[src/rtl/s_spi_byte_engine.sv]
// SPI mode-0 slave byte engine: oversamples SCLK/MOSI/SS on clk, shifts bytes
// in and out MSB first, and holds one transmit byte behind a valid/ready port.
//
// Ports:
//   clk, rst_btn           system clock, synchronous active-low reset
//   SCLK, MOSI, SS         raw SPI pins from the master (asynchronous to clk)
//   MISO, miso_oe          slave-out data and its output enable
//   tx_data/valid/ready    one-deep transmit holding register
//   rx_data, rx_valid      last received byte and its one-cycle update pulse
//   frame_end/error        SS rise pulse, and SS rise with a partial byte
//   tx_underrun            IDLE_BYTE loaded because the holding register was empty
module s_spi_byte_engine #(
  parameter int unsigned SYNC_STAGES = 2,
  parameter logic [7:0]  IDLE_BYTE   = 8'h00
) (
  input  logic       clk,
  input  logic       rst_btn,
  input  logic       SCLK,
  input  logic       MOSI,
  input  logic       SS,
  output logic       MISO,
  output logic       miso_oe,
  input  logic [7:0] tx_data,
  input  logic       tx_valid,
  output logic       tx_ready,
  output logic [7:0] rx_data,
  output logic       rx_valid,
  output logic       frame_end,
  output logic       frame_error,
  output logic       tx_underrun
);

  typedef enum logic [1:0] {
    ST_WAIT,
    ST_IDLE,
    ST_ACTIVE
  } state_t;

  localparam int unsigned    FW    = $clog2(SYNC_STAGES + 2);
  localparam logic [FW-1:0]  FLUSH = FW'(SYNC_STAGES + 1);

  logic [SYNC_STAGES-1:0] sclk_q;
  logic [SYNC_STAGES-1:0] mosi_q;
  logic [SYNC_STAGES-1:0] ss_q;
  logic                   sclk_h;
  logic                   ss_h;

  logic sclk_s;
  logic mosi_s;
  logic ss_s;
  logic sclk_rise;
  logic sclk_fall;
  logic ss_rise;
  logic ss_fall;

  state_t        state;
  logic [FW-1:0] flush_cnt;
  logic [2:0]    bit_cnt;
  logic [7:0]    shift_rx;
  logic [7:0]    shift_tx;
  logic [7:0]    hold_data;
  logic          hold_full;
  logic          capture;
  logic          load;

  always_ff @(posedge clk) begin
    if (!rst_btn) begin
      sclk_q <= '0;
      mosi_q <= '0;
      ss_q   <= '1;
      sclk_h <= 1'b0;
      ss_h   <= 1'b1;
    end else begin
      sclk_q <= {sclk_q[SYNC_STAGES-2:0], SCLK};
      mosi_q <= {mosi_q[SYNC_STAGES-2:0], MOSI};
      ss_q   <= {ss_q[SYNC_STAGES-2:0], SS};
      sclk_h <= sclk_s;
      ss_h   <= ss_s;
    end
  end

  assign sclk_s    = sclk_q[SYNC_STAGES-1];
  assign mosi_s    = mosi_q[SYNC_STAGES-1];
  assign ss_s      = ss_q[SYNC_STAGES-1];
  assign sclk_rise = sclk_s & ~sclk_h;
  assign sclk_fall = ~sclk_s & sclk_h;
  assign ss_rise   = ss_s & ~ss_h;
  assign ss_fall   = ~ss_s & ss_h;

  assign capture  = tx_valid & ~hold_full;
  assign tx_ready = ~hold_full;
  assign MISO     = miso_oe & shift_tx[7];

  // A load happens at frame start and on the falling SCLK edge that
  // follows each completed byte; SS rise pre-empts the latter.
  always_comb begin
    load = 1'b0;
    unique case (1'b1)
      (state == ST_IDLE):   load = ss_fall;
      (state == ST_ACTIVE): load = ~ss_rise & sclk_fall &
                                   (bit_cnt == 3'd0);
      default:              load = 1'b0;
    endcase
  end

  always_ff @(posedge clk) begin
    if (!rst_btn) begin
      state       <= ST_WAIT;
      flush_cnt   <= FLUSH;
      bit_cnt     <= 3'd0;
      shift_rx    <= 8'h00;
      shift_tx    <= 8'h00;
      hold_data   <= 8'h00;
      hold_full   <= 1'b0;
      miso_oe     <= 1'b0;
      rx_data     <= 8'h00;
      rx_valid    <= 1'b0;
      frame_end   <= 1'b0;
      frame_error <= 1'b0;
      tx_underrun <= 1'b0;
    end else begin
      rx_valid    <= 1'b0;
      frame_end   <= 1'b0;
      frame_error <= 1'b0;
      tx_underrun <= 1'b0;

      // Capture only lands when empty, so it never races a draining load.
      if (capture) begin
        hold_full <= 1'b1;
        hold_data <= tx_data;
      end else if (load && hold_full) begin
        hold_full <= 1'b0;
      end

      if (load) begin
        shift_tx    <= hold_full ? hold_data : IDLE_BYTE;
        tx_underrun <= ~hold_full;
      end

      case (state)
        // Let the synchronizer drain the reset value before trusting SS,
        // so a frame cut by reset is not mistaken for a new SS fall.
        ST_WAIT: begin
          if (flush_cnt != '0) begin
            flush_cnt <= flush_cnt - 1'b1;
          end else if (ss_s) begin
            state <= ST_IDLE;
          end
        end
        ST_IDLE: begin
          if (ss_fall) begin
            bit_cnt <= 3'd0;
            miso_oe <= 1'b1;
            state   <= ST_ACTIVE;
          end
        end
        ST_ACTIVE: begin
          if (ss_rise) begin
            frame_end   <= 1'b1;
            frame_error <= (bit_cnt != 3'd0);
            miso_oe     <= 1'b0;
            bit_cnt     <= 3'd0;
            state       <= ST_IDLE;
          end else if (sclk_rise) begin
            shift_rx <= {shift_rx[6:0], mosi_s};
            bit_cnt  <= bit_cnt + 3'd1;
            if (bit_cnt == 3'd7) begin
              rx_data  <= {shift_rx[6:0], mosi_s};
              rx_valid <= 1'b1;
            end
          end else if (sclk_fall && bit_cnt != 3'd0) begin
            shift_tx <= {shift_tx[6:0], 1'b0};
          end
        end
        default: state <= ST_WAIT;
      endcase
    end
  end

endmodule
[config.mk]
export PLATFORM = sky130hd
export DESIGN_NAME = s_spi_byte_engine
export DESIGN_NICKNAME = d
export VERILOG_FILES = /design/src/rtl/s_spi_byte_engine.sv
export SDC_FILE = /design/constraint.sdc
export NUM_CORES = 1
export LEC_CHECK = 0
export CORE_AREA = 8 8 75 77
export DETAILED_ROUTE_END_ITERATION = 10
export DIE_AREA = 0 0 83 85
export GPL_ROUTABILITY_DRIVEN = 0
export GPL_TIMING_DRIVEN = 0
export PLACE_DENSITY = 0.79
export SLEW_MARGIN = 20
export SYNTH_ARGS = -nofsm -noshare
export SYNTH_HDL_FRONTEND = slang
export SYNTH_SLANG_ARGS = --single-unit
[constraint.sdc]
create_clock -name clk -period 2.79 [get_ports clk]
set_clock_uncertainty 0.15 [all_clocks]
set_input_delay 0.558 -clock clk [delete_from_list [all_inputs] [get_ports clk]]
set_output_delay 0.558 -clock clk [all_outputs]
set_load 0.03 [all_outputs]
======== Word level (Yosys, flattened, before mapping) ========
Index checks and enable logic that the tools add are counted.
operators by class
  bitwise gates (word level) .............. 17
  add/subtract/negate cells ............... 2
  eq/ne operators ......................... 8
  reduce and logical (&&, ||, !) cells .... 18
  multiplexer cells ....................... 23
operator list
  operator                                                                count
  8-bit 2-to-1 mux                                                        6
  3-bit AND reduction                                                     4
  3-bit 2-to-1 mux                                                        3
  1-bit NOT                                                               9
  1-bit bitwise AND                                                       8
  2-bit 2-to-1 mux                                                        4
  2-bit != test (second input constant)                                   4
  4-bit AND reduction                                                     2
  1-bit 2-to-1 mux                                                        6
  2-bit one-hot mux with 3 select lines                                   1
  3-bit one-hot mux with 2 select lines                                   1
  2-bit AND reduction                                                     3
  2-bit nonzero test                                                      3
  1-bit one-hot mux with 2 select lines                                   2
  4-bit OR reduction                                                      1
  3-bit by 1-bit adder with 3-bit output (second input constant)          1
  3-bit equality test (second input constant)                             1
  3-bit zero test                                                         1
  3-bit != test (second input constant)                                   1
  3-bit nonzero test                                                      1
  2-bit by 1-bit equality test with 1-bit output (second input constant)  1
  2-bit equality test (second input constant)                             1
  1-bit logical AND                                                       2
  2-bit zero test                                                         1
  2-bit by 1-bit subtractor with 2-bit output (second input constant)     1
word-level totals
  word-level logic and storage cells ...... 86
  output and inout bits ................... 15
  bits of input ports ..................... 14
  flip-flop bits (word level) ............. 52

======== Longest topological paths before layout ========
Gate-level depths: netlist of the first run.
  depth after elaboration ................. 11
  depth in mapped cells ................... 9
  gate-level depth less buffers ........... 6

======== Worst setup path before layout of the first run ========
No wires, ideal clock.
  kind .................................... register -> register
  start ................................... reg state[0]
  end ..................................... reg shift_tx[4]
  buffers on the path ..................... 3
  period minus slack after synthesis ...... 1.934 ns
  setup slack ............................. 0.856 ns
  data required time ...................... 2.516 ns
  stages on the path, launching flop included .. 10
  data arrival time ....................... 1.660 ns
  library setup time ...................... 0.124 ns
  path through ............................ dfxtp_1 > inv_1 > ha_1 > buf_4 > inv_1 > or4b_4 > buf_6 > buf_6 > o21ai_1 > a31oi_1
on the way
  longest elaborated chain between the ends .. 7
  elaborated cells on any way between the ends .. 8
  classes of those cells .................. eq/ne (2); mux (6)
ends and longest elaborated chain
  what                                                                                          RTL line      RTL
  from (decl)                                                                                   56            state_t state;
  from (signal assigned)                                                                        108           state <= ST_WAIT;
  from (signal assigned)                                                                        147           state <= ST_IDLE;
  from (signal assigned)                                                                        154           state <= ST_ACTIVE;
  2-bit equality test / 2-bit by 1-bit equality test with 1-bit output (equally long branches)  100, 140, 99
  1-bit one-hot mux with 2 select lines                                                         98            unique case (1'b1)
  8-bit 2-to-1 mux                                                                              135           if (load) begin
  8-bit 2-to-1 mux                                                                              171           end else if (sclk_fall && bit_cnt != 3'd0) begin
  8-bit 2-to-1 mux                                                                              164           end else if (sclk_rise) begin
  8-bit 2-to-1 mux                                                                              158           if (ss_rise) begin
  8-bit 2-to-1 mux *                                                                            140           case (state)
  to (signal assigned)                                                                          136           shift_tx <= hold_full ? hold_data : IDLE_BYTE;
  to (signal assigned)                                                                          172           shift_tx <= {shift_tx[6:0], 1'b0};
  to (decl)                                                                                     60            logic [7:0] shift_tx;
Every way passes the cells marked *; elsewhere a longest branch is shown, timed or not.
A chain may end at the register's enable or synchronous reset.

======== Worst setup path in the final report of the first run ========
  start ................................... reg miso_oe
  end ..................................... out MISO
on the way
  longest elaborated chain between the ends .. 1
ends and longest elaborated chain
  what                    RTL line  RTL
  from (decl)             22        output logic miso_oe,
  from (signal assigned)  115       miso_oe <= 1'b0;
  from (signal assigned)  153       miso_oe <= 1'b1;
  from (signal assigned)  161       miso_oe <= 1'b0;
  1-bit bitwise AND       92        assign MISO = miso_oe & shift_tx[7];
  to (decl)               21        output logic MISO,
No other way between the ends.

==> results of run 1 <==
==> worst paths after layout <==
check	start	endpoint	slack [ns]	cells past startpoint
setup reg to reg	state[0]	shift_tx[4]	0.67	9
hold reg to reg	ss_q[0]	ss_q[1]	0.26	1
setup / recovery	miso_oe	MISO	0.59	2
hold / removal	ss_q[0]	ss_q[1]	0.26	1
==> layer usage <==
metal  track usage  vias up
met2        0.1874       39
li1              -      866
met1        0.1531      825
met4       0.05272        0
met3       0.03161        7
met5             0        -
==> cells in the final DEF (no fill, tap or decap), types with 2 or more instances in the layout <==
cell,n
sky130_fd_sc_hd__nand2_1,22
sky130_fd_sc_hd__nand3_1,3
sky130_fd_sc_hd__o21ai_0,11
sky130_fd_sc_hd__a31oi_1,9
sky130_fd_sc_hd__nor3_1,3
sky130_fd_sc_hd__nand2b_1,6
sky130_fd_sc_hd__nand4_1,8
sky130_fd_sc_hd__mux2i_1,17
sky130_fd_sc_hd__ha_1,9
sky130_fd_sc_hd__a21oi_1,11
sky130_fd_sc_hd__a22o_1,2
sky130_fd_sc_hd__dfxtp_1,52
sky130_fd_sc_hd__and2_1,6
sky130_fd_sc_hd__nor2_1,20
sky130_fd_sc_hd__o211ai_1,2
sky130_fd_sc_hd__inv_1,11
sky130_fd_sc_hd__o21ai_1,6
sky130_fd_sc_hd__clkdlybuf4s50_1,28
sky130_fd_sc_hd__clkbuf_1,6
sky130_fd_sc_hd__clkbuf_8,5
sky130_fd_sc_hd__buf_6,3
sky130_fd_sc_hd__nor2b_1,5
==> kinds of logic (layout without fill, tap and decap cells) <==
logic type      after synthesis  in the layout  share of synthesized area
flops                        52             52                     0.4826
buf+inv                      24             60                    0.05452
xor+xnor                      1              1                   0.004061
compound gates               48             48                     0.1352
fa+ha+maj                     9              9                    0.05221
simple gates                 79             79                     0.1874
mux                          18             18                    0.08410
==> flip-flops by register name (all words and copies together), names as in the netlist, 3 cells and up <==
name and flops:
rx_data 8, shift_rx 7, shift_tx 8, hold_data 8, bit_cnt 3
==> critical path, stage by stage (launching register included) <==
cell,delay (ns)
sky130_fd_sc_hd__dfxtp_1,0.39
sky130_fd_sc_hd__and2_1,0.14
sky130_fd_sc_hd__clkdlybuf4s50_1,0.67
==> through the flow <==
stage               instance area (µm²)  total power [mW]  utilization
detailed placement                 2505             1.186       0.5523
global route                       2616             1.776       0.5768
floorplan                          2157             1.082            -
CTS                                2616             1.694       0.5768
finish                             2616             1.687       0.5768
global placement                   2505             1.171       0.5523
==> cell type report <==
cell class                      instances  area, µm²  share of cell area
Sequential cell                        52       1041              0.3979
Multi-Input combinational cell        155      998.5              0.3816
Timing Repair Buffer                   28      280.3              0.1071
Buffer                                 12      72.57             0.02774
Clock buffer                            5      68.82             0.02630
Tap cell                               54      67.56             0.02582
Inverter                               12      45.04             0.01722
Clock inverter                          3      42.54             0.01626
==> report_power, final <==
| group | total, mW | switching, mW | leakage [nW] | internal, mW |
|---|---|---|---|---|
| Sequential | 0.813 | 0.0297 | 0.423 | 0.783 |
| Clock | 0.507 | 0.242 | 0.0541 | 0.265 |
| Combinational | 0.367 | 0.226 | 0.626 | 0.140 |
==> impl_metrics.env, run 1 <==
export IMPL_layout_area_overhead_vs_synth_pct=21.29
export IMPL_postSynth_topFlopCell="sky130_fd_sc_hd__dfxtp_1"
export IMPL_h_tree_depth=2
export IMPL_fp_dieH_um=85
export IMPL_yosysTopAreaCell="sky130_fd_sc_hd__dfxtp_1"
export IMPL_hold_path_class="register to register"
export IMPL_via_count_of_the_first_global_routing_pass=1620
export IMPL_post_synth_cell_area_avg_um2=9.338
export IMPL_cts_tree="yes"
export IMPL_outcome="finished clean"
export IMPL_port_buffers=28
export IMPL_max_vdd_ir_drop_mv=0.3290
export IMPL_post_route_drc_count=0
export IMPL_setup_violations=0
export IMPL_dr_wl_met3_um=180
export IMPL_crit_type="register to primary output"
export IMPL_m1WireLength_mm=2.100
export IMPL_share_of_final_layout_standard_cells_stronger_than_drive_strength_1=0.07116
export IMPL_synth_lib_cells_used_distinct=39
export IMPL_detailedRoute_firstIterationViolations=96
export IMPL_required_ns=2.08
export IMPL_start_util=0.4756
export IMPL_max_cap_violations=0
export IMPL_clock_pin_slew_reported_for_the_worst_setup_and_hold_paths_after_clock_tree_synthesis_ns=0.09
export IMPL_achievable_frequency_mhz=454.1
export IMPL_hold_violations=0
export IMPL_met2_wirelength_mm=1.951
export IMPL_synth_largest_type_area_fraction=0.4826
export IMPL_global_route_usage_total=0.1208
export IMPL_ys_ff_latch=52
export IMPL_final_setup_tns_ns=0
export IMPL_filler_cell_count=379
export IMPL_worstSetupEndpointType="primary output"
export IMPL_ys_async_sr_fraction=0
export IMPL_grt_antenna_before_repair=0
export IMPL_synth_area_leaders="sky130_fd_sc_hd__dfxtp_1, sky130_fd_sc_hd__mux2i_1, sky130_fd_sc_hd__ha_1, sky130_fd_sc_hd__nand2_1, sky130_fd_sc_hd__nor2_1"
export IMPL_post_place_cells=313
export IMPL_dr_pass1_iters=4
export IMPL_nets=289
export IMPL_core_mm2=0.004536
export IMPL_postRouteWirelength_mm=4.308
export IMPL_power_density_cell_area_mw_per_mm2=644.7
export IMPL_cellLeakagePower_nw=1.103
export IMPL_slew_limit_headroom=0.6062
export IMPL_cts_sink_count=52
export IMPL_number_of_cells_in_the_finished_layout_apart_from_fillers=321
export IMPL_postRouteAntennaNets=0
export IMPL_synth_cells=231
export IMPL_drt_vias_per_instance=5.411
export IMPL_arrival_ns=1.49
export IMPL_setup_worst_path_start_class="register"
export IMPL_worst_slew_pin_transition_ns=0.5880
export IMPL_grt_pass1_wl_mm=7.279
export IMPL_vias=1737
export IMPL_yosysSeqAreaShare=0.4826
export IMPL_synth_cells_most_frequent="sky130_fd_sc_hd__dfxtp_1, sky130_fd_sc_hd__nand2_1, sky130_fd_sc_hd__nor2_1"
export IMPL_grt_ovfl_total=0
export IMPL_numCtsBuffers=5
export IMPL_fin_worst_hold_slack_ns=0.2649
export IMPL_clock_tree_buffer_depth=2
export IMPL_period_share=0.7893
export IMPL_diodes=0
export IMPL_dieArea_mm2=0.007055
export IMPL_cts_resized_gates=0
export IMPL_synth_warning_count=0
export IMPL_report_final_slew_viol_count=0
export IMPL_post_route_minimum_period_ns=2.202
export IMPL_layout_setup_ws_ns=0.5878
export IMPL_syn_nets=254
export IMPL_routed_wire_length_per_instance_um=13.42
export IMPL_fp_dieW_um=83
export IMPL_crit_fanout=4
export IMPL_yosysMostFrequentCell="sky130_fd_sc_hd__dfxtp_1"
export IMPL_number_of_synthesized_flops_with_an_enable_pin=0
export IMPL_place_worst_setup_slack_ns=0.6774
export IMPL_post_cts_buffers=0
export IMPL_fp_row_count=25
export IMPL_dpl_hpwl_mm=3.051
export IMPL_grt_max_degree=17
export IMPL_top_signal_layer_used="met4"
export IMPL_grt_setup_unrepaired="no"
export IMPL_post_synth_instance_area_mm2=0.002157
export IMPL_root_buffer="sky130_fd_sc_hd__clkbuf_8"
export IMPL_postCtsHoldBufs=0
export IMPL_io_pin_count=29
export IMPL_clock_latency_ns=0.30
No activity file was read; power rests on OpenSTA's default activity.
==> run 2, diff against run 1 <==
- clock period: 2.79 -> 2.1 ns (I/O delays scaled with it)
==> run 2 against run 1 <==
  * Die area did not move
  * Routed wire length rose by 0.65%
  * Cell area rose by 0.77%
  * Global-route usage rose by 0.12 points
  * Sequential cell count did not move
  * Clock power rose by 33%
  * Clock-buffer cell count did not move
  * Worst hold slack barely moved
  * Sequential power rose by 34%
  * Non-clock buffer count did not move
  * Register-to-register slack got worse by 0.58 ns
  * First-iteration DRC count fell by 13%
==> impl_metrics.env, run 2 (synthesis results as in run 1) <==
export IMPL_outcome="finished clean"
export IMPL_hp_start="ss_q[0]"
export IMPL_worstSetupEndpointType="register"
export IMPL_met2_wirelength_mm=1.992
export IMPL_critical_path_top_cell_by_count="sky130_fd_sc_hd__buf_6"
export IMPL_critical_path_slowest_cell="sky130_fd_sc_hd__or4b_4"
export IMPL_cellLeakagePower_nw=1.125
export IMPL_root_buffer="sky130_fd_sc_hd__clkbuf_8"
export IMPL_setup_reg_to_reg_worst_slack_ns=0.09
export IMPL_routed_wire_length_per_instance_um=13.51
export IMPL_cts_sink_count=52
export IMPL_design_area_mm2=0.002636
export IMPL_start_util=0.4756
export IMPL_vias=1730
export IMPL_detailedRoute_firstIterationViolations=84
export IMPL_setup_violations=0
export IMPL_m1WireLength_mm=2.091
export IMPL_numCtsBuffers=5
export IMPL_via_count_of_the_first_global_routing_pass=1650
export IMPL_io_pin_count=29
export IMPL_max_vdd_ir_drop_mv=0.4387
export IMPL_h_tree_depth=2
export IMPL_core_mm2=0.004536
export IMPL_critPathBufInv=5
export IMPL_port_buffers=28
export IMPL_required_ns=2.14
export IMPL_r2r_cells=9
export IMPL_power_density_cell_area_mw_per_mm2=856.9
export IMPL_slew_limit_headroom=0.6805
export IMPL_dr_pass1_iters=4
export IMPL_place_worst_setup_slack_ns=0.03068
export IMPL_hold_violations=0
export IMPL_grt_setup_unrepaired="no"
export IMPL_fin_total_pwr_mw=2.259
export IMPL_drt_vias_per_instance=5.389
export IMPL_postRouteWirelength_mm=4.336
export IMPL_nets=289
export IMPL_cts_tree="yes"
export IMPL_dpl_hpwl_mm=3.051
export IMPL_fp_row_count=25
export IMPL_fp_dieH_um=85
export IMPL_global_route_usage_total=0.1220
export IMPL_worst_slew_pin_transition_ns=0.4793
export IMPL_filler_cell_count=377
export IMPL_clock_pin_slew_reported_for_the_worst_setup_and_hold_paths_after_clock_tree_synthesis_ns=0.09
export IMPL_postRouteAntennaNets=0
export IMPL_worstReg2RegEnd="shift_tx[4]"
export IMPL_post_route_drc_count=0
export IMPL_grt_ovfl_total=0
export IMPL_dr_wl_met3_um=177
export IMPL_clock_tree_buffer_depth=2
export IMPL_crit_fanout=10
export IMPL_grt_antenna_before_repair=0
export IMPL_dieArea_mm2=0.007055
export IMPL_hold_path_class="register to register"
export IMPL_report_final_slew_viol_count=0
export IMPL_grt_max_degree=17
export IMPL_top_signal_layer_used="met4"
export IMPL_layout_area_overhead_vs_synth_pct=22.22
export IMPL_mostFrequentLayoutCell="sky130_fd_sc_hd__dfxtp_1"
export IMPL_post_route_minimum_period_ns=2.014
export IMPL_share_of_final_layout_standard_cells_stronger_than_drive_strength_1=0.08989
export IMPL_arrival_ns=2.05
export IMPL_setup_worst_path_start_class="register"
export IMPL_grt_pass1_wl_mm=7.348
export IMPL_largestRegisters="hold_data x8, rx_data x8, shift_tx x8"
export IMPL_layout_setup_ws_ns=0.08568
export IMPL_cp_slowest_stage_delay_ns=0.53
export IMPL_timing_critical_path_cells="inv_2 > ha_1 > buf_6 > inv_2 > or4b_4 > buf_6 > buf_6 > o21ai_2 > a31oi_1"
export IMPL_hold_depth=1
export IMPL_crit_type="register to register"
export IMPL_leading_cell_types_in_the_layout_fill_and_taps_excluded="sky130_fd_sc_hd__dfxtp_1, sky130_fd_sc_hd__clkdlybuf4s50_1, sky130_fd_sc_hd__nand2_1"
export IMPL_dpl_cell_area_mm2=0.002505
export IMPL_worst_r2r_startpoint="state[0]"
export IMPL_period_share=0.9592
export IMPL_final_setup_tns_ns=0
export IMPL_fp_dieW_um=83
export IMPL_diodes=0
export IMPL_achievable_frequency_mhz=496.4
export IMPL_max_cap_violations=0
export IMPL_critical_path_top_delay_family="buffers and inverters"
export IMPL_worstHoldEndpoint="ss_q[1]"
export IMPL_clock_latency_ns=0.30
## run 2: per-layer routing
| layer | GRT usage | up-vias |
|---|---|---|
| met4 | 0.05751 | 0 |
| li1 | - | 866 |
| met3 | 0.03257 | 7 |
| met2 | 0.1895 | 38 |
| met5 | 0 | - |
| met1 | 0.1525 | 819 |
## run 2: report_power, final
part	total, mW	internal, mW	switching (mW)	leakage (nW)
Sequential	1.09	1.05	0.0427	0.423
Clock	0.673	0.353	0.320	0.0541
Combinational	0.496	0.189	0.307	0.647
Total	2.26	1.59	0.670	1.12
## run 2: what timing repair did
action                                 in CTS  in global routing
buffers inserted                            0                  0
setup endpoints to repair                   1                  9
hold buffers                                0                  0
gates resized for setup                     1                  7
endpoints found under the hold margin       0                  0
## run 2: worst register-to-register path, delay by kind of cell, from the launching register on
family	cells	cell delay [ns]
and+or+nand+nor	1	0.53
buffers and inverters	5	0.53
DFF	1	0.37
AOI/OAI and AO/OA	2	0.17
adders and majority gates	1	0.15
## run 2: final cells by class
type / count / area, µm² / share of cell area
Tap cell: 54 / 67.56 / 0.02563
Buffer: 12 / 76.32 / 0.02895
Sequential cell: 52 / 1045 / 0.3963
Multi-Input combinational cell: 155 / 1008 / 0.3825
Clock buffer: 5 / 68.82 / 0.02610
Timing Repair Buffer: 28 / 282.8 / 0.1073
Clock inverter: 3 / 42.54 / 0.01614
Inverter: 12 / 45.04 / 0.01709
## run 2: metrics by stage
step	hold WS, ns	util	cells
2_1_floorplan	0.2363	-	231
3_3_place_gp	0.2468	0.5523	313
3_5_place_dp	0.2436	0.5523	313
4_1_cts	0.2681	0.5771	321
5_1_grt	0.2743	0.5812	321
6_report	0.2649	0.5812	321
## run 2: worst max-delay path by stage
stage,from,end,depth (start not counted)
after global routing,state[0],shift_tx[7],9
after global placement,state[0],shift_tx[4],9
after CTS,state[0],shift_tx[4],9
final,state[0],shift_tx[4],9
after floorplan,state[0],shift_tx[4],9
after detailed placement,state[0],shift_tx[4],9
